===== src/rtl/clb_param_pkg.sv =====
// Shared definitions for the parametrised CLB tile.
// Holds the width derivations, the per-BLE configuration field layout and the
// ble_cfg_t struct with pack/unpack helpers. The RTL and the bench bitstream
// builder both use these helpers.
// Optional feature macro: CLB_FF_INIT_EN adds one init bit per BLE.
package clb_param_pkg;

  localparam int unsigned MaxLutK  = 6;
  localparam int unsigned MaxSelW  = 8;
  localparam int unsigned MaxMaskW = 64;
  localparam int unsigned MaskIdxW = 6;
`ifdef CLB_FF_INIT_EN
  localparam int unsigned InitW = 1;
`else
  localparam int unsigned InitW = 0;
`endif
  localparam int unsigned MaxBleCfgW = MaxLutK * MaxSelW + MaxMaskW + 2 + InitW;
  localparam int unsigned BitIdxW    = 7;

  typedef enum logic [2:0] {FldSel, FldMask, FldBypass, FldCarry, FldInit} cfg_field_e;

  // Sized for the largest legal BLE; unused upper bits stay zero.
  typedef struct packed {
    logic [MaxLutK-1:0][MaxSelW-1:0] sel;
    logic [MaxMaskW-1:0]             mask;
    logic                            bypass;
    logic                            carry_mode;
    logic                            init;
  } ble_cfg_t;

  function automatic int unsigned clog2(input int unsigned value);
    int unsigned res;
    res = 0;
    for (int unsigned i = 0; i < 32; i++) begin
      if ((32'd1 << i) < value) res = i + 1;
    end
    return res;
  endfunction

  function automatic int unsigned sel_width(input int unsigned num_in, input int unsigned num_ble);
    return clog2(num_in + num_ble);
  endfunction

  function automatic int unsigned ble_cfg_width(input int unsigned lut_k,
                                                input int unsigned sel_w);
    return lut_k * sel_w + (32'd1 << lut_k) + 2 + InitW;
  endfunction

  function automatic int unsigned cfg_width(input int unsigned num_ble,
                                            input int unsigned ble_cfg_w);
    return num_ble * ble_cfg_w;
  endfunction

  // Bit offset of the first bit of a field inside the whole tile config.
  function automatic int unsigned field_offset(input int unsigned ble, input int unsigned lut_k,
                                               input int unsigned sel_w, input cfg_field_e fld);
    int unsigned base;
    int unsigned off;
    base = ble * ble_cfg_width(lut_k, sel_w);
    off  = base;
    case (fld)
      FldSel:    off = base;
      FldMask:   off = base + lut_k * sel_w;
      FldBypass: off = base + lut_k * sel_w + (32'd1 << lut_k);
      FldCarry:  off = base + lut_k * sel_w + (32'd1 << lut_k) + 1;
      FldInit:   off = base + lut_k * sel_w + (32'd1 << lut_k) + 2;
      default:   off = base;
    endcase
    return off;
  endfunction

  function automatic ble_cfg_t unpack_ble(input logic [MaxBleCfgW-1:0] bits,
                                          input int unsigned lut_k, input int unsigned sel_w);
    ble_cfg_t    s;
    int unsigned idx;
    s = '0;
    for (int unsigned i = 0; i < MaxLutK; i++) begin
      for (int unsigned j = 0; j < MaxSelW; j++) begin
        if (i < lut_k && j < sel_w) begin
          idx = i * sel_w + j;
          s.sel[3'(i)][3'(j)] = bits[BitIdxW'(idx)];
        end
      end
    end
    for (int unsigned j = 0; j < MaxMaskW; j++) begin
      if (j < (32'd1 << lut_k)) begin
        idx = field_offset(0, lut_k, sel_w, FldMask) + j;
        s.mask[MaskIdxW'(j)] = bits[BitIdxW'(idx)];
      end
    end
    s.bypass     = bits[BitIdxW'(field_offset(0, lut_k, sel_w, FldBypass))];
    s.carry_mode = bits[BitIdxW'(field_offset(0, lut_k, sel_w, FldCarry))];
    if (InitW != 0) s.init = bits[BitIdxW'(field_offset(0, lut_k, sel_w, FldInit))];
    return s;
  endfunction

  function automatic logic [MaxBleCfgW-1:0] pack_ble(input ble_cfg_t s, input int unsigned lut_k,
                                                     input int unsigned sel_w);
    logic [MaxBleCfgW-1:0] bits;
    int unsigned           idx;
    bits = '0;
    for (int unsigned i = 0; i < MaxLutK; i++) begin
      for (int unsigned j = 0; j < MaxSelW; j++) begin
        if (i < lut_k && j < sel_w) begin
          idx = i * sel_w + j;
          bits[BitIdxW'(idx)] = s.sel[3'(i)][3'(j)];
        end
      end
    end
    for (int unsigned j = 0; j < MaxMaskW; j++) begin
      if (j < (32'd1 << lut_k)) begin
        idx = field_offset(0, lut_k, sel_w, FldMask) + j;
        bits[BitIdxW'(idx)] = s.mask[MaskIdxW'(j)];
      end
    end
    bits[BitIdxW'(field_offset(0, lut_k, sel_w, FldBypass))] = s.bypass;
    bits[BitIdxW'(field_offset(0, lut_k, sel_w, FldCarry))]  = s.carry_mode;
    if (InitW != 0) bits[BitIdxW'(field_offset(0, lut_k, sel_w, FldInit))] = s.init;
    return bits;
  endfunction

endpackage


===== src/rtl/clb_param_tile_if.sv =====
// Tile-level signal bundle for clb_param_tile.
//   in, cin           : user data inputs and carry in
//   config_en         : shift enable for the serial config chain
//   ccff_head         : serial config input
//   out, cout         : BLE outputs and carry out of the last BLE
//   ccff_tail         : serial config output
//   config_done       : full-length load finished
// master = driver of the tile (environment), slave = the tile itself.
interface clb_param_tile_if #(
  parameter int unsigned NUM_IN  = 8,
  parameter int unsigned NUM_BLE = 4
);
  logic [NUM_IN-1:0]  in;
  logic               cin;
  logic               config_en;
  logic               ccff_head;
  logic [NUM_BLE-1:0] out;
  logic               cout;
  logic               ccff_tail;
  logic               config_done;

  modport master (
    output in, cin, config_en, ccff_head,
    input  out, cout, ccff_tail, config_done
  );

  modport slave (
    input  in, cin, config_en, ccff_head,
    output out, cout, ccff_tail, config_done
  );
endinterface


===== src/rtl/clb_param_ble.sv =====
// One basic logic element: local crossbar, LUT_K-input LUT, mux carry stage,
// output flip-flop and bypass mux.
// Ports:
//   clk, reset          : user clock, synchronous active-high reset
//   cfg_bits            : this BLE's slice of the tile configuration
//   tile_in, ff_fb      : crossbar sources (tile inputs, registered BLE outputs)
//   config_en           : freezes the FF and forces out low
//   load_init, init_val : FF preload (reset value and load-complete preload)
//   c_in, c_out         : carry chain
//   ff_q, out           : registered value and BLE output
module clb_param_ble
  import clb_param_pkg::*;
#(
  parameter int unsigned NUM_IN  = 8,
  parameter int unsigned NUM_BLE = 4,
  parameter int unsigned LUT_K   = 4,
  localparam int unsigned SEL_W     = sel_width(NUM_IN, NUM_BLE),
  localparam int unsigned BLE_CFG_W = ble_cfg_width(LUT_K, SEL_W)
) (
  input  logic                 clk,
  input  logic                 reset,
  input  logic [BLE_CFG_W-1:0] cfg_bits,
  input  logic [NUM_IN-1:0]    tile_in,
  input  logic [NUM_BLE-1:0]   ff_fb,
  input  logic                 config_en,
  input  logic                 load_init,
  input  logic                 init_val,
  input  logic                 c_in,
  output logic                 c_out,
  output logic                 ff_q,
  output logic                 out
);

  localparam int unsigned NSrc = NUM_IN + NUM_BLE;

  ble_cfg_t            ble_cfg;
  logic [NSrc-1:0]     src;
  logic [LUT_K-1:0]    lut_in;
  logic                lut;
  logic                comb;

  assign ble_cfg = unpack_ble(MaxBleCfgW'(cfg_bits), LUT_K, SEL_W);
  assign src     = {ff_fb, tile_in};

  // Out-of-range selects read as constant 0.
  for (genvar k = 0; k < LUT_K; k++) begin : g_xbar
    logic [SEL_W-1:0] v;
    assign v         = ble_cfg.sel[k][SEL_W-1:0];
    assign lut_in[k] = ({1'b0, v} < (SEL_W + 1)'(NSrc)) ? src[v] : 1'b0;
  end

  assign lut = ble_cfg.mask[MaskIdxW'(lut_in)];

  always_comb begin
    comb  = lut;
    c_out = c_in;
    if (ble_cfg.carry_mode) begin
      comb  = lut ^ c_in;
      c_out = lut ? c_in : lut_in[0];
    end
  end

  always_ff @(posedge clk) begin
    if (reset) begin
      ff_q <= init_val;
    end else if (load_init) begin
      ff_q <= init_val;
    end else if (!config_en) begin
      ff_q <= comb;
    end
  end

  assign out = config_en ? 1'b0 : (ble_cfg.bypass ? comb : ff_q);

endmodule


===== src/rtl/clb_param_tile.sv =====
// Parametrised CLB tile: NUM_BLE BLEs fed by local crossbars, chained through
// carry, configured by a serial shift chain on the user clock.
// Ports:
//   clk   : single clock for config shifting and user logic
//   reset : synchronous, active-high
//   bus   : clb_param_tile_if.slave (in, cin, config_en, ccff_head,
//           out, cout, ccff_tail, config_done)
// Optional feature macro: CLB_FF_INIT_EN (per-BLE FF init value, loaded on
// reset and when a full configuration load completes).
module clb_param_tile
  import clb_param_pkg::*;
#(
  parameter int unsigned NUM_IN  = 8,
  parameter int unsigned NUM_BLE = 4,
  parameter int unsigned LUT_K   = 4
) (
  input logic           clk,
  input logic           reset,
  clb_param_tile_if.slave bus
);

  localparam int unsigned SEL_W     = sel_width(NUM_IN, NUM_BLE);
  localparam int unsigned BLE_CFG_W = ble_cfg_width(LUT_K, SEL_W);
  localparam int unsigned CFG_W     = cfg_width(NUM_BLE, BLE_CFG_W);
  localparam int unsigned CountW    = clog2(CFG_W + 1);

  logic [CFG_W-1:0]   cfg_q, cfg_d;
  logic [CountW-1:0]  count_q, count_d;
  logic               en_prev_q;
  logic               done_q, done_d;
  logic               load_init;
  logic [NUM_BLE-1:0] init_val;
  logic [NUM_BLE-1:0] ff_q;
  logic [NUM_BLE-1:0] ble_out;
  logic [NUM_BLE:0]   carry;

  // A config_en rising edge restarts the count, so an interrupted load never
  // reports done.
  always_comb begin
    cfg_d   = cfg_q;
    count_d = count_q;
    if (bus.config_en) begin
      cfg_d = {cfg_q[CFG_W-2:0], bus.ccff_head};
      if (!en_prev_q) begin
        count_d = CountW'(1);
      end else if (count_q < CountW'(CFG_W)) begin
        count_d = count_q + 1'b1;
      end
    end
  end

  assign done_d = (count_d == CountW'(CFG_W));

  always_ff @(posedge clk) begin
    if (reset) begin
      cfg_q     <= '0;
      count_q   <= '0;
      en_prev_q <= 1'b0;
      done_q    <= 1'b0;
    end else begin
      cfg_q     <= cfg_d;
      count_q   <= count_d;
      en_prev_q <= bus.config_en;
      done_q    <= done_d;
    end
  end

`ifdef CLB_FF_INIT_EN
  // Reset uses the init bits held before the edge; load completion uses the
  // bits that arrive with the final shift.
  for (genvar b = 0; b < NUM_BLE; b++) begin : g_init
    localparam int unsigned InitOff = field_offset(b, LUT_K, SEL_W, FldInit);
    assign init_val[b] = reset ? cfg_q[InitOff] : cfg_d[InitOff];
  end
  assign load_init = done_d & ~done_q;
`else
  assign init_val  = '0;
  assign load_init = 1'b0;
`endif

  assign carry[0] = bus.cin;

  for (genvar b = 0; b < NUM_BLE; b++) begin : g_ble
    clb_param_ble #(
      .NUM_IN (NUM_IN),
      .NUM_BLE(NUM_BLE),
      .LUT_K  (LUT_K)
    ) u_ble (
      .clk      (clk),
      .reset    (reset),
      .cfg_bits (cfg_q[b*BLE_CFG_W +: BLE_CFG_W]),
      .tile_in  (bus.in),
      .ff_fb    (ff_q),
      .config_en(bus.config_en),
      .load_init(load_init),
      .init_val (init_val[b]),
      .c_in     (carry[b]),
      .c_out    (carry[b+1]),
      .ff_q     (ff_q[b]),
      .out      (ble_out[b])
    );
  end

  assign bus.out         = ble_out;
  assign bus.cout        = carry[NUM_BLE];
  assign bus.ccff_tail   = cfg_q[CFG_W-1];
  assign bus.config_done = done_q;

endmodule


===== src/flat_wrapper.sv =====
// flat-port wrapper written by rule: the top's interface ports become plain ports
module clb_param_tile_flat import clb_param_pkg::*;
#(
  parameter int unsigned NUM_IN  = 8,
  parameter int unsigned NUM_BLE = 4,
  parameter int unsigned LUT_K   = 4
)
  (clk, reset, bus_in, bus_cin, bus_config_en, bus_ccff_head, bus_out, bus_cout, bus_ccff_tail, bus_config_done);
  clb_param_tile_if #(.NUM_IN(NUM_IN), .NUM_BLE(NUM_BLE)) bus_i ();
  input logic clk;
  input logic reset;
  input wire logic [$bits(bus_i.in)-1:0] bus_in;
  input wire logic [$bits(bus_i.cin)-1:0] bus_cin;
  input wire logic [$bits(bus_i.config_en)-1:0] bus_config_en;
  input wire logic [$bits(bus_i.ccff_head)-1:0] bus_ccff_head;
  output wire logic [$bits(bus_i.out)-1:0] bus_out;
  output wire logic [$bits(bus_i.cout)-1:0] bus_cout;
  output wire logic [$bits(bus_i.ccff_tail)-1:0] bus_ccff_tail;
  output wire logic [$bits(bus_i.config_done)-1:0] bus_config_done;
  assign bus_i.in = bus_in;
  assign bus_i.cin = bus_cin;
  assign bus_i.config_en = bus_config_en;
  assign bus_i.ccff_head = bus_ccff_head;
  assign bus_out = bus_i.out;
  assign bus_cout = bus_i.cout;
  assign bus_ccff_tail = bus_i.ccff_tail;
  assign bus_config_done = bus_i.config_done;
  clb_param_tile #(.NUM_IN(NUM_IN), .NUM_BLE(NUM_BLE), .LUT_K(LUT_K)) u_core (.clk(clk), .reset(reset), .bus(bus_i));
endmodule

===== config.mk =====
export PLATFORM = sky130hd
export DESIGN_NAME = clb_param_tile_flat
export DESIGN_NICKNAME = d
export VERILOG_FILES = /design/src/rtl/clb_param_pkg.sv /design/src/rtl/clb_param_tile_if.sv /design/src/rtl/clb_param_ble.sv /design/src/rtl/clb_param_tile.sv /design/src/flat_wrapper.sv
export SDC_FILE = /design/constraint.sdc
export NUM_CORES = 1
export LEC_CHECK = 0
export BUFFER_PORTS_ARGS = -buffer_cell sky130_fd_sc_hd__buf_2
export CORE_ASPECT_RATIO = 1.25
export CORE_MARGIN = 1.5
export CORE_UTILIZATION = 50
export CTS_CLUSTER_SIZE = 16
export DETAILED_ROUTE_END_ITERATION = 12
export MAX_ROUTING_LAYER = met4
export PLACE_DENSITY = 0.74
export SLEW_MARGIN = 20
export SYNTH_ARGS = -nofsm -noshare
export SYNTH_HDL_FRONTEND = slang
export SYNTH_SLANG_ARGS = --single-unit

===== constraint.sdc =====
create_clock -name clk -period 9.03 [get_ports clk]
set_input_delay 1.3545 -clock clk [delete_from_list [all_inputs] [get_ports clk]]
set_output_delay 1.3545 -clock clk [all_outputs]
set_load 0.005 [all_outputs]

* Yosys cells after proc, flatten, opt, wreduce, memory -nomap -nowiden *
Cells that the tools add are included.

storage, ports and cells
  output and inout bits = 7
  flip-flop bits (word level) = 150

cells by class
  muxes and demuxes = 79
  bitwise logic cells = 4
  equality and inequality tests = 1
  add/subtract/negate cells = 1
  order comparisons = 37

operators by type and width
  cell                   number
  $bmux W1 S4            20
  $lt A4 B5 Y1 const B   16
  $lt A4 B4 Y1 const B   16
  $mux W1                56
  $lt A4 B7 Y1 const B   4
  $mux W8                3
  $add A8 B1 Y8 const B  1
  $eq A8 B8 Y1 const B   1
  $lt A8 B8 Y1 const B   1
  $xor A1 B1 Y1          4

* Longest topological paths before layout *
Gate-level depths: netlist of the first run.

  word-level depth = 15
  gate-level depth with buffers = 13

* By module *
A second synthesis of the first run with hierarchy kept.

unflattened totals
  cell total of the unflattened synthesis = 808
  area total of the unflattened synthesis = 8350.5 um^2

modules (own cells, without submodules)
  module          times used  cells an instance  area an instance (um^2)
  clb_param_tile  1           512                5332.6
  clb_param_ble   4           74                 754.5

* Least setup slack after synthesis of the first run *
No wires, ideal clock.

  path type = input-to-output
  from = input bus_in[3]
  to = output bus_out[1]
  arrival time = 3941 ps
  cell stages on the path = 12
  slack = 3735 ps
  buffers on the path = 1
  cell sequence = mux2i_1 > a221o_2 > o21ai_4 > mux2i_1 > a211oi_2 > or4_4 > nand3_2 > nor3b_2 > or3_1 > xor2_1 > a211oi_1 > buf_4

between the ends
  longest elaborated chain between the ends = 11
  elaborated cells on any way between the ends = 34
  classes of those cells = mux: 33; bitwise: 1

ends and longest elaborated chain
  item                           RTL line             source
  start, declared                flat_wrapper.sv:12   input wire logic [$bits(bus_i.in)-1:0] bus_in;
  $bmux W1 S4                    clb_param_ble.sv:49  assign lut_in[k] = ({1'b0, v} < (SEL_W + 1)'(NSrc)) ? src[v] : 1'b0;
  $mux W1 (implied by the code)  clb_param_ble.sv:49
  $mux W1                        clb_param_ble.sv:49
  $bmux W1 S4                    clb_param_ble.sv:52  assign lut = ble_cfg.mask[MaskIdxW'(lut_in)];
  $mux W1 (implied by the code)  clb_param_ble.sv:52
  $mux W1                        clb_param_ble.sv:59  c_out = lut ? c_in : lut_in[0];
  $mux W1                        clb_param_ble.sv:57  if (ble_cfg.carry_mode) begin
  $xor A1 B1 Y1                  clb_param_ble.sv:58  comb = lut ^ c_in;
  $mux W1 (*)                    clb_param_ble.sv:57
  $mux W1 (*) (2 in series)      clb_param_ble.sv:73  assign out = config_en ? 1'b0 : (ble_cfg.bypass ? comb : ff_q);
  end, declared                  flat_wrapper.sv:16   output wire logic [$bits(bus_i.out)-1:0] bus_out;

Mark *: on every way between the ends. The rest lies on a longest branch, timed or not. The select of a mux whose other input is x is not followed.

* Worst setup path in the final report of the first run *
  from = input bus_in[6]
  to = output bus_out[3]

between the ends
  longest elaborated chain between the ends = 15
  elaborated cells on any way between the ends = 66
  classes of those cells = mux: 65; bitwise: 1

ends and longest elaborated chain
  item                           RTL line
  $bmux W1 S4                    clb_param_ble.sv:49
  $mux W1 (implied by the code)  clb_param_ble.sv:49
  $mux W1                        clb_param_ble.sv:49
  $bmux W1 S4                    clb_param_ble.sv:52
  $mux W1 (implied by the code)  clb_param_ble.sv:52
  $mux W1                        clb_param_ble.sv:59
  $mux W1                        clb_param_ble.sv:57
  $mux W1                        clb_param_ble.sv:59
  $mux W1                        clb_param_ble.sv:57
  $mux W1                        clb_param_ble.sv:59
  $mux W1                        clb_param_ble.sv:57
  $xor A1 B1 Y1                  clb_param_ble.sv:58
  $mux W1 (*)                    clb_param_ble.sv:57
  $mux W1 (*) (2 in series)      clb_param_ble.sv:73

Marks and branches as above.

==> qor.txt, run 1 <==
area of the multi-input gates - 4965 sq um
type of the worst min-delay path - reg -> reg
dpl cells - 982
Resized cells post-CTS - 0
row count - 52
P_leak - 0.003425 uW
gate count of the mapped netlist - 799
chip width - 118.1 um
ys flop type - dfxtp_1
outcome - completed
register area share after synthesis - 36.25%
hold endpoint - u_core.cfg_q[134]$_SDFFE_PP0P_
drt drc - 0
HPWL Detailed - 11430 um
synthesized flop and latch total - 150
Rel. slew slack - 35.55%
drt wl/cell - 16.98 um
Max Slew Vio Count - 0
die footprint - 17350 sq um
Initial DRT Pass Iterations - 5
Starting Density - 51.13%
VDD IR max - 0.1448 mV
All-Layer GR Usage - 20.99%
fin cells - 1013
final wirelength - 17200 um
Fill cells - 1369
Port Buffer Count - 19
Max clock buf depth - 2
core area - 16200 sq um
fraction of registers with async set/reset - 0%
Post-CTS Setup Inserts - 0
worst-margin pin slew - 0.9668 ns
Final TNS setup - 0 ns
depth of the CTS H-tree - 4
skew final - 0.005855 ns
Post-synth top cells - 191 x mux2i_1, 162 x nor2_1, 150 x dfxtp_1
most numerous cell in the Yosys netlist - mux2i_1
worst skew pair latency - 0.43 ns
FF-to-FF End - u_core.g_ble[3].u_ble.ff_q$_SDFFE_PP0N_
root buffer cell - clkbuf_16
number of global-route vias before repair - 5794
FF+latch area - 3003 sq um
antenna-violating nets left - 0
clock slew at reported path FFs - 0.06 ns
Post-Syn Area per Cell - 10.37 sq um
PD cells - 161.6 nW/um^2
IO Pins - 20
CP Class - in -> out
endpoint class of the critical path - primary output
arrival time of the worst setup path - 4.78 ns
share of cells above drive strength 1 - 17.31%
Hold Path Origin - u_core.cfg_q[133]$_SDFFE_PP0P_
Critical Path RT - 7.68 ns
Num CTS Buffers - 17
reg2reg setup slack - 5.49 ns
RSZ-0062 raised after global routing - false
Synth top area share - 36.25%
NumNets Final - 799
Sink Count - 150
CTS tree - built
Synth Cell Area - 8283 sq um
Hold Path Depth - 2
fin crit share - 67.89%
post-synth top area cell - dfxtp_1
syn nets - 813
final setup violation count - 0
Via density - 5.877
via total after detailed routing - 5953
Yosys warnings - 0
Area contributors post-synth - dfxtp_1 36%, mux2i_1 23%, mux4_2 12%, nor2_1 7.3%, clkbuf_1 1.9%
number of synthesized flops with an enable pin - 0
initial antenna violation count - 0
R2R depth - 11
Hold-fix buffers, CTS - 0
max_cap viols - 0
CP Max Fanout - 16
Netlist cell types - 79
ANT cells - 0
Die Height - 146.9 um
Hold Vio Cnt, Final - 0
Synth-to-Final Area Change - 7.749%
routability cong. - 0.8421
Initial DRC Count - 412
CP Launch Type - primary input
fmax - 163.1 MHz
reg2reg start - u_core.g_ble[3].u_ble.ff_q$_SDFFE_PP0N_
first-pass GRT wire length - 28620 um
GR Overflow Total - 0
largest net degree at the start of global routing - 75
min Tclk post-route - 6.131 ns
[stage by stage]
step	instance area, sq um	hold WS [ns]	power, uW	utilization (%)	setup slack [ns]
6_report	8925	0.4858	1442	55.09	2.899
5_1_grt	8925	0.5050	1494	55.09	2.642
4_1_cts	8925	0.4876	1454	55.09	2.929
3_5_place_dp	8391	0.4785	807.5	51.79	2.958
3_3_place_gp	8391	0.4725	806.3	51.79	3.035
2_1_floorplan	8283	0.4557	784.7	-	3.735
[kinds of logic after synthesis]
kind of cell / after synthesis / share of synthesized area (%)
DFF: 150 / 36.25
xor gates and xnor gates: 9 / 0.9517
and+or+nand+nor: 241 / 13.17
AOI/OAI and AO/OA: 86 / 8.475
buffers and inverters: 62 / 3.806
adders and majority gates: 1 / 0.1510
muxes: 250 / 37.19
[registers in the layout (all words and copies together) (netlist names)]
signal,count
u_core.en_prev_q,1
u_core.count_q,8
u_core.g_ble.u_ble.ff_q,4
u_core.cfg_q,136
u_core.bus.config_done,1
[report_power, final]
group          switching [uW]  internal (uW)
Sequential               8.33            665
Combinational            69.7           52.1
Clock                     266            382
[cells in the final DEF, fill, tap and decap left out, types with 2 or more instances in the layout]
cell,instances
mux2i_1,191
o211ai_1,7
and3_2,2
a221oi_1,3
nand3_1,5
clkbuf_1,4
nand2b_1,4
nand4_1,4
dfxtp_1,150
o21ai_0,15
mux4_2,43
nor2b_1,3
o22ai_1,2
o21ai_1,3
clkinv_2,4
nor3b_1,2
nor2_1,162
clkbuf_16,17
mux2i_2,2
a21oi_1,12
mux2_2,12
nand3b_1,12
or4_1,2
buf_4,4
nand2_1,29
o21ai_2,2
o31ai_1,2
a21o_2,2
a22oi_1,3
nor3_1,2
buf_2,17
inv_1,6
a311oi_1,3
a211oi_1,8
xnor2_1,3
clkinvlp_4,4
xor2_1,6
[critical path, cell delays in order]
cell and delay (ns):
buf_2 0.25, mux4_2 0.30, nor2b_1 0.59, mux2_2 0.36, mux2i_1 0.20, mux2i_1 0.09
mux2i_1 0.20, mux2i_2 0.17, o41a_1 0.43, o31ai_2 0.10, nand3_1 0.15, a311oi_1 0.40
buf_2 0.18
[worst max-delay path by stage]
stage               from          to  slack (ns)  cells past startpoint
6_report       bus_in[6]  bus_out[3]        2.90                     13
5_1_grt        bus_in[5]  bus_out[3]        2.64                     13
4_1_cts        bus_in[5]  bus_out[3]        2.93                     13
3_5_place_dp   bus_in[5]  bus_out[3]        2.96                     13
3_3_place_gp   bus_in[5]  bus_out[3]        3.03                     13
2_1_floorplan  bus_in[3]  bus_out[1]        3.73                     12
[layout make-up]
type	instances	area share [%]
clock buffers	22	5.089
multi-input cells	587	55.63
well taps	216	3.028
clock inverters	9	0.8972
flip-flops and latches	150	33.65
repair buffers	22	1.416
inverters	7	0.2944
[per-layer routing]
layer	routed length, um	GRT usage, %
met3	691	4.076
met1	7881	26.43
met5	0	-
met2	8262	33.11
met4	365	8.720
No activity file was read; power rests on OpenSTA's default activity.
==> inputs of run 2 (changes only) <==
PLACE_DENSITY = 0.77   (was 0.74)
clock period = 5.2 ns   (was 9.03 ns; I/O delays follow)
==> qor.txt, run 2 (synthesis results as in run 1) <==
All-Layer GR Usage - 21.54% (+0.55 points)
Sink Count - 150 (unchanged)
Max Slew Vio Count - 0 (unchanged)
max reg flops - 136 (unchanged)
NumNets Final - 806 (+0.88%)
Rel. slew slack - 39.85% (+4.3 points)
final wirelength - 17500 um (+1.7%)
routability cong. - 0.8898 (+5.7%)
clock power share - 47.7% (+2.8 points)
depth of the CTS H-tree - 4 (unchanged)
clock slew at reported path FFs - 0.06 ns (about the same)
Die Height - 146.9 um (unchanged)
fin crit share - 96.19%
die footprint - 17350 sq um (unchanged)
Top reg by flops - u_core.cfg_q
P_leak - 0.003500 uW (+2.2%)
switching share of total power - 22.69% (-1.2 points)
PD cells - 292.2 nW/um^2 (+81%)
worst skew pair latency - 0.43 ns (about the same)
Port Buffer Count - 19 (unchanged)
initial antenna violation count - 0 (unchanged)
Int Power - 2046 uW (+86%)
outcome - completed
largest net degree at the start of global routing - 78 (+4.0%)
RSZ-0062 raised after global routing - false
Synth-to-Final Area Change - 9.335%
skew final - 0.01123 ns (+0.005374 ns)
first-pass GRT wire length - 29280 um (+2.3%)
Starting Density - 51.13% (unchanged)
Hold Vio Cnt, Final - 0 (unchanged)
CTS tree - built
fmax - 199.9 MHz
Final TNS setup - 0 ns (unchanged)
CP Class - reg -> out
IO Pins - 20 (unchanged)
max_cap viols - 0 (unchanged)
antenna-violating nets left - 0 (unchanged)
drt wl/cell - 17.18 um (+1.2%)
Largest regs - u_core.cfg_q x136, u_core.count_q x8, u_core.g_ble.u_ble.ff_q x4
most frequent cells in the layout - 191 x mux2i_1, 162 x nor2_1, 150 x dfxtp_1
number of global-route vias before repair - 5770 (-0.41%)
Post-Route Utilization - 55.90% (+0.81 points)
share of cells above drive strength 1 - 18.43% (+1.1 points)
drt drc - 0 (unchanged)
sw power - 600.5 uW (+75%)
HPWL Detailed - 11650 um (+1.9%)
core area - 16200 sq um (unchanged)
share of power burned in registers - 44.1% (-2.6 points)
CP Max Fanout - 10 (-6)
Num CTS Buffers - 17 (unchanged)
commonest non-fill, non-tap cell in the layout - mux2i_1
final setup violation count - 0 (unchanged)
row count - 52 (unchanged)
Max clock buf depth - 2 (unchanged)
Critical Path RT - 4.42 ns (-3.26 ns)
via total after detailed routing - 6060 (+1.8%)
fin cells - 1019 (+0.59%)
ANT cells - 0 (unchanged)
worst-margin pin slew - 0.9023 ns (-0.06451 ns)
GR Overflow Total - 0 (unchanged)
type of the worst min-delay path - reg -> reg
Via density - 5.947 (+1.2%)
dpl cells - 988 (+0.61%)
endpoint class of the critical path - primary output
arrival time of the worst setup path - 4.22 ns (-0.56 ns)
chip width - 118.1 um (unchanged)
Logic pwr share - 8.2% (-0.3 points)
root buffer cell - clkbuf_16
Hold-fix buffers, CTS - 0 (unchanged)
CP Launch Type - register
min Tclk post-route - 5.002 ns
VDD IR max - 0.2357 mV (+63%)
Initial DRC Count - 498 (+21%)
Initial DRT Pass Iterations - 7 (+2)
## run 2: changes by cell type in the layout (fill, tap and decap cells not counted)
cell        previous run  this run
clkinv_2               4         2
clkbuf_1               4         1
clkbuf_8               1         4
clkinvlp_4             4         3
a311oi_1               3         2
buf_4                  4        11
bufinv_16              1         3
a311oi_2               0         1
## run 2: per-layer routing
metal | vias up | share of wire, % | GRT usage [%]
met1 | 2977 | 43 | 25.76
met4 | 0 | 1.8 | 7.866
li1 | 2908 | - | -
met3 | 28 | 4.4 | 4.348
met5 | - | 0 | -
met2 | 147 | 51 | 35.99
## run 2: final cells by class
type / instances / area [sq um]
multi-input cells: 587 / 4971
well taps: 216 / 270.3
inverters: 7 / 26.28
flip-flops and latches: 150 / 3003
clock buffers: 22 / 484.2
repair buffers: 29 / 178.9
clock inverters: 8 / 122.6
fillers: 1332 / 7144
## run 2: power by group through the flow
stage / registers, uW / clock network (uW) / logic, uW
finish: 1170 / 1260 / 217
global route: 1170 / 1330 / 233
CTS: 1170 / 1290 / 216
detailed placement: 1190 / 0 / 215
global placement: 1190 / 0 / 213
floorplan: 1180 / 0 / 179
## run 2: worst max-delay path, stage by stage, from the launching register on
cell	delay, ns
dfxtp_1	0.46
buf_4	0.25
mux4_2	0.46
mux2_2	0.30
nor2_1	0.29
a22oi_1	0.16
a311oi_1	0.34
a21oi_1	0.10
mux2i_2	0.34
o21ai_0	0.13
o31ai_1	0.29
xor2_1	0.16
a211oi_1	0.36
buf_2	0.18
## run 2: per-stage QoR
| step | setup WS, ns | instance area, sq um | hold slack, ns | power (uW) |
|---|---|---|---|---|
| CTS | 0.2293 | 9042 | 0.4976 | 2668 |
| detailed placement | 0.3890 | 8436 | 0.4848 | 1405 |
| global placement | 0.4067 | 8436 | 0.4747 | 1403 |
| finish | 0.1979 | 9056 | 0.4946 | 2646 |
| global route | 0.02624 | 9056 | 0.5310 | 2725 |
| floorplan | 1.054 | 8283 | 0.4557 | 1363 |
## run 2: path summary, 6_finish.rpt
| kind | startpoint | endpoint | slack [ns] | cells after the start |
|---|---|---|---|---|
| max | u_core.g_ble[0].u_ble.ff_q$_SDFFE_PP0N_ | bus_out[2] | 0.20 | 13 |
| min | u_core.count_q[7]$_SDFF_PP0_ | u_core.count_q[7]$_SDFF_PP0_ | 0.49 | 2 |
| max reg2reg | u_core.g_ble[0].u_ble.ff_q$_SDFFE_PP0N_ | u_core.g_ble[3].u_ble.ff_q$_SDFFE_PP0N_ | 1.52 | 12 |
| min reg2reg | u_core.count_q[7]$_SDFF_PP0_ | u_core.count_q[7]$_SDFF_PP0_ | 0.49 | 2 |
## run 2: repair_timing
item | in CTS | in global routing
setup endpoints to repair | 0 | 1
gates resized for setup | 0 | 1
setup buffers | 0 | 1
==> inputs of run 3 (changes only) <==
CORE_MARGIN = 1   (was 1.5)
==> qor.txt, run 3 (synthesis results as in run 1) <==
outcome - completed
RSZ-0062 raised after global routing - false
All-Layer GR Usage - 21.81% (+0.27 points)
type of the worst min-delay path - reg -> reg
IO Pins - 20 (unchanged)
drt wl/cell - 16.92 um (-1.5%)
Synth-to-Final Area Change - 9.109%
max reg flops - 136 (unchanged)
clock slew at reported path FFs - 0.06 ns (about the same)
HPWL Detailed - 11280 um (-3.1%)
dpl ws - 0.3171 ns (-0.07190 ns)
Resized cells post-CTS - 0 (unchanged)
Die Height - 145.9 um (-0.68%)
depth of the CTS H-tree - 4 (unchanged)
Port Buffer Count - 19 (unchanged)
Initial DRC Count - 424 (-15%)
commonest non-fill, non-tap cell in the layout - mux2i_1
Post-CTS Setup Inserts - 0 (unchanged)
final wirelength - 17170 um (-1.9%)
Num CTS Buffers - 17 (unchanged)
largest net degree at the start of global routing - 78 (unchanged)
root buffer cell - clkbuf_16
CP delay by family, top - compound AO/OA/AOI/OAI gates
ANT cells - 0 (unchanged)
max_cap viols - 0 (unchanged)
fmax - 202.3 MHz (+1.2%)
antenna-violating nets left - 0 (unchanged)
VDD IR max - 0.2511 mV (+6.5%)
Tot Pwr - 2676 uW (+1.1%)
PD cells - 296.1 nW/um^2 (+1.4%)
GR Overflow Total - 0 (unchanged)
Largest regs - u_core.cfg_q x136, u_core.count_q x8, u_core.g_ble.u_ble.ff_q x4
Bufs and invs on worst path - 2 (unchanged)
die footprint - 17090 sq um (-1.5%)
min Tclk post-route - 4.942 ns (-0.06007 ns)
number of global-route vias before repair - 5822 (+0.90%)
Placed Area - 8398 sq um (-0.45%)
Top reg by flops - u_core.cfg_q
CP Class - in -> out
first-pass GRT wire length - 28410 um (-3.0%)
critical-path cell list - buf_2, mux2i_1, a221o_2, o21ai_4, mux2i_1, a211oi_2, or4_4, nand3_2, nor3b_2, o31ai_2, nand3_1, a311oi_1, buf_2
Starting Density - 51.13% (unchanged)
P_leak - 0.003483 uW (-0.51%)
core area - 16200 sq um (unchanged)
Initial DRT Pass Iterations - 5 (-2)
chip width - 117.1 um (-0.85%)
share of cells above drive strength 1 - 18.40% (-0.033 points)
initial antenna violation count - 0 (unchanged)
Sink Count - 150 (unchanged)
routability cong. - 0.8712 (-2.1%)
Hold Vio Cnt, Final - 0 (unchanged)
slowest cell on the critical path - or4_4
Via density - 5.900 (-0.80%)
critical path's largest stage delay - 0.57 ns (+0.11 ns)
Fill cells - 1363 (+2.3%)
Max Slew Vio Count - 0 (unchanged)
row count - 52 (unchanged)
NumNets Final - 800 (-0.74%)
most frequent cells in the layout - 191 x mux2i_1, 162 x nor2_1, 146 x dfxtp_1
endpoint class of the critical path - primary output
via total after detailed routing - 5988 (-1.2%)
Hold-fix buffers, CTS - 0 (unchanged)
Final WS setup - 0.2580 ns (+0.06007 ns)
CTS tree - built
skew final - 0.004842 ns (-0.006387 ns)
Rel. slew slack - 47.44% (+7.6 points)
worst skew pair latency - 0.42 ns (about the same)
Design Area, Final - 9037 sq um (-0.21%)
drt drc - 0 (unchanged)
Critical Path RT - 4.42 ns (about the same)
Final TNS setup - 0 ns (unchanged)
worst-margin pin slew - 0.7831 ns (-0.1192 ns)
Max clock buf depth - 2 (unchanged)
CP Launch Type - primary input
CP Max Fanout - 16 (+6)
Post-Route Utilization - 55.78% (-0.12 points)
fin crit share - 95.04% (-1.2 points)
arrival time of the worst setup path - 4.16 ns (-0.06 ns)
FF+latch area - 3008 sq um (+0.17%)
area of the multi-input gates - 4976 sq um (+0.10%)
final setup violation count - 0 (unchanged)
[run 3: cell types whose count changed in the layout (fill, tap and decap cells not counted), sizes merged]
cell / change
clkbuf: -2
inv: +1
clkinvlp: -1
clkinv: +3
bufinv: +1
buf: -6
[run 3: tightest hold or removal path: cells and delay by family (launching register included)]
kind            cells  cell delay (ns)
flops               1             0.32
compound gates      1             0.06
simple gates        1             0.07
[run 3: metrics by stage]
step,hold slack [ns],instances
floorplan,0.4557,799
global placement,0.4771,983
detailed placement,0.4854,983
CTS,0.5074,1015
global route,0.5190,1015
finish,0.5010,1015
[run 3: where the power goes]
group          switching (uW)  internal (uW)
logic                     121           91.3
registers                14.9           1150
clock network             480            815
[run 3: final cells by class]
class | count | area share, %
Tap cell | 216 | 2.990
Timing Repair Buffer | 23 | 1.481
Inverter | 7 | 0.2907
Multi-Input combinational cell | 587 | 55.06
Clock inverter | 12 | 1.952
Clock buffer | 20 | 4.943
Sequential cell | 150 | 33.28
[run 3: metal layers]
metal | up-vias | track usage, % | wire (um) | part of all wire [%]
li1 | 2895 | - | - | -
met1 | 2920 | 25.97 | 7413 | 43
met2 | 141 | 35.06 | 8578 | 50
met3 | 32 | 4.748 | 775 | 4.5
met4 | 0 | 9.494 | 401 | 2.3
met5 | - | - | 0 | 0
[run 3: worst paths after layout]
check / cells past startpoint / slack [ns] / to / startpoint
worst min register to register: 2 / 0.50 / u_core.cfg_q[134]$_SDFFE_PP0P_ / u_core.cfg_q[133]$_SDFFE_PP0P_
worst max register to register: 11 / 1.79 / u_core.g_ble[2].u_ble.ff_q$_SDFFE_PP0N_ / u_core.cfg_q[0]$_SDFFE_PP0P_
worst min-delay path: 2 / 0.50 / u_core.cfg_q[134]$_SDFFE_PP0P_ / u_core.cfg_q[133]$_SDFFE_PP0P_
worst max-delay path: 13 / 0.26 / bus_out[3] / bus_in[3]
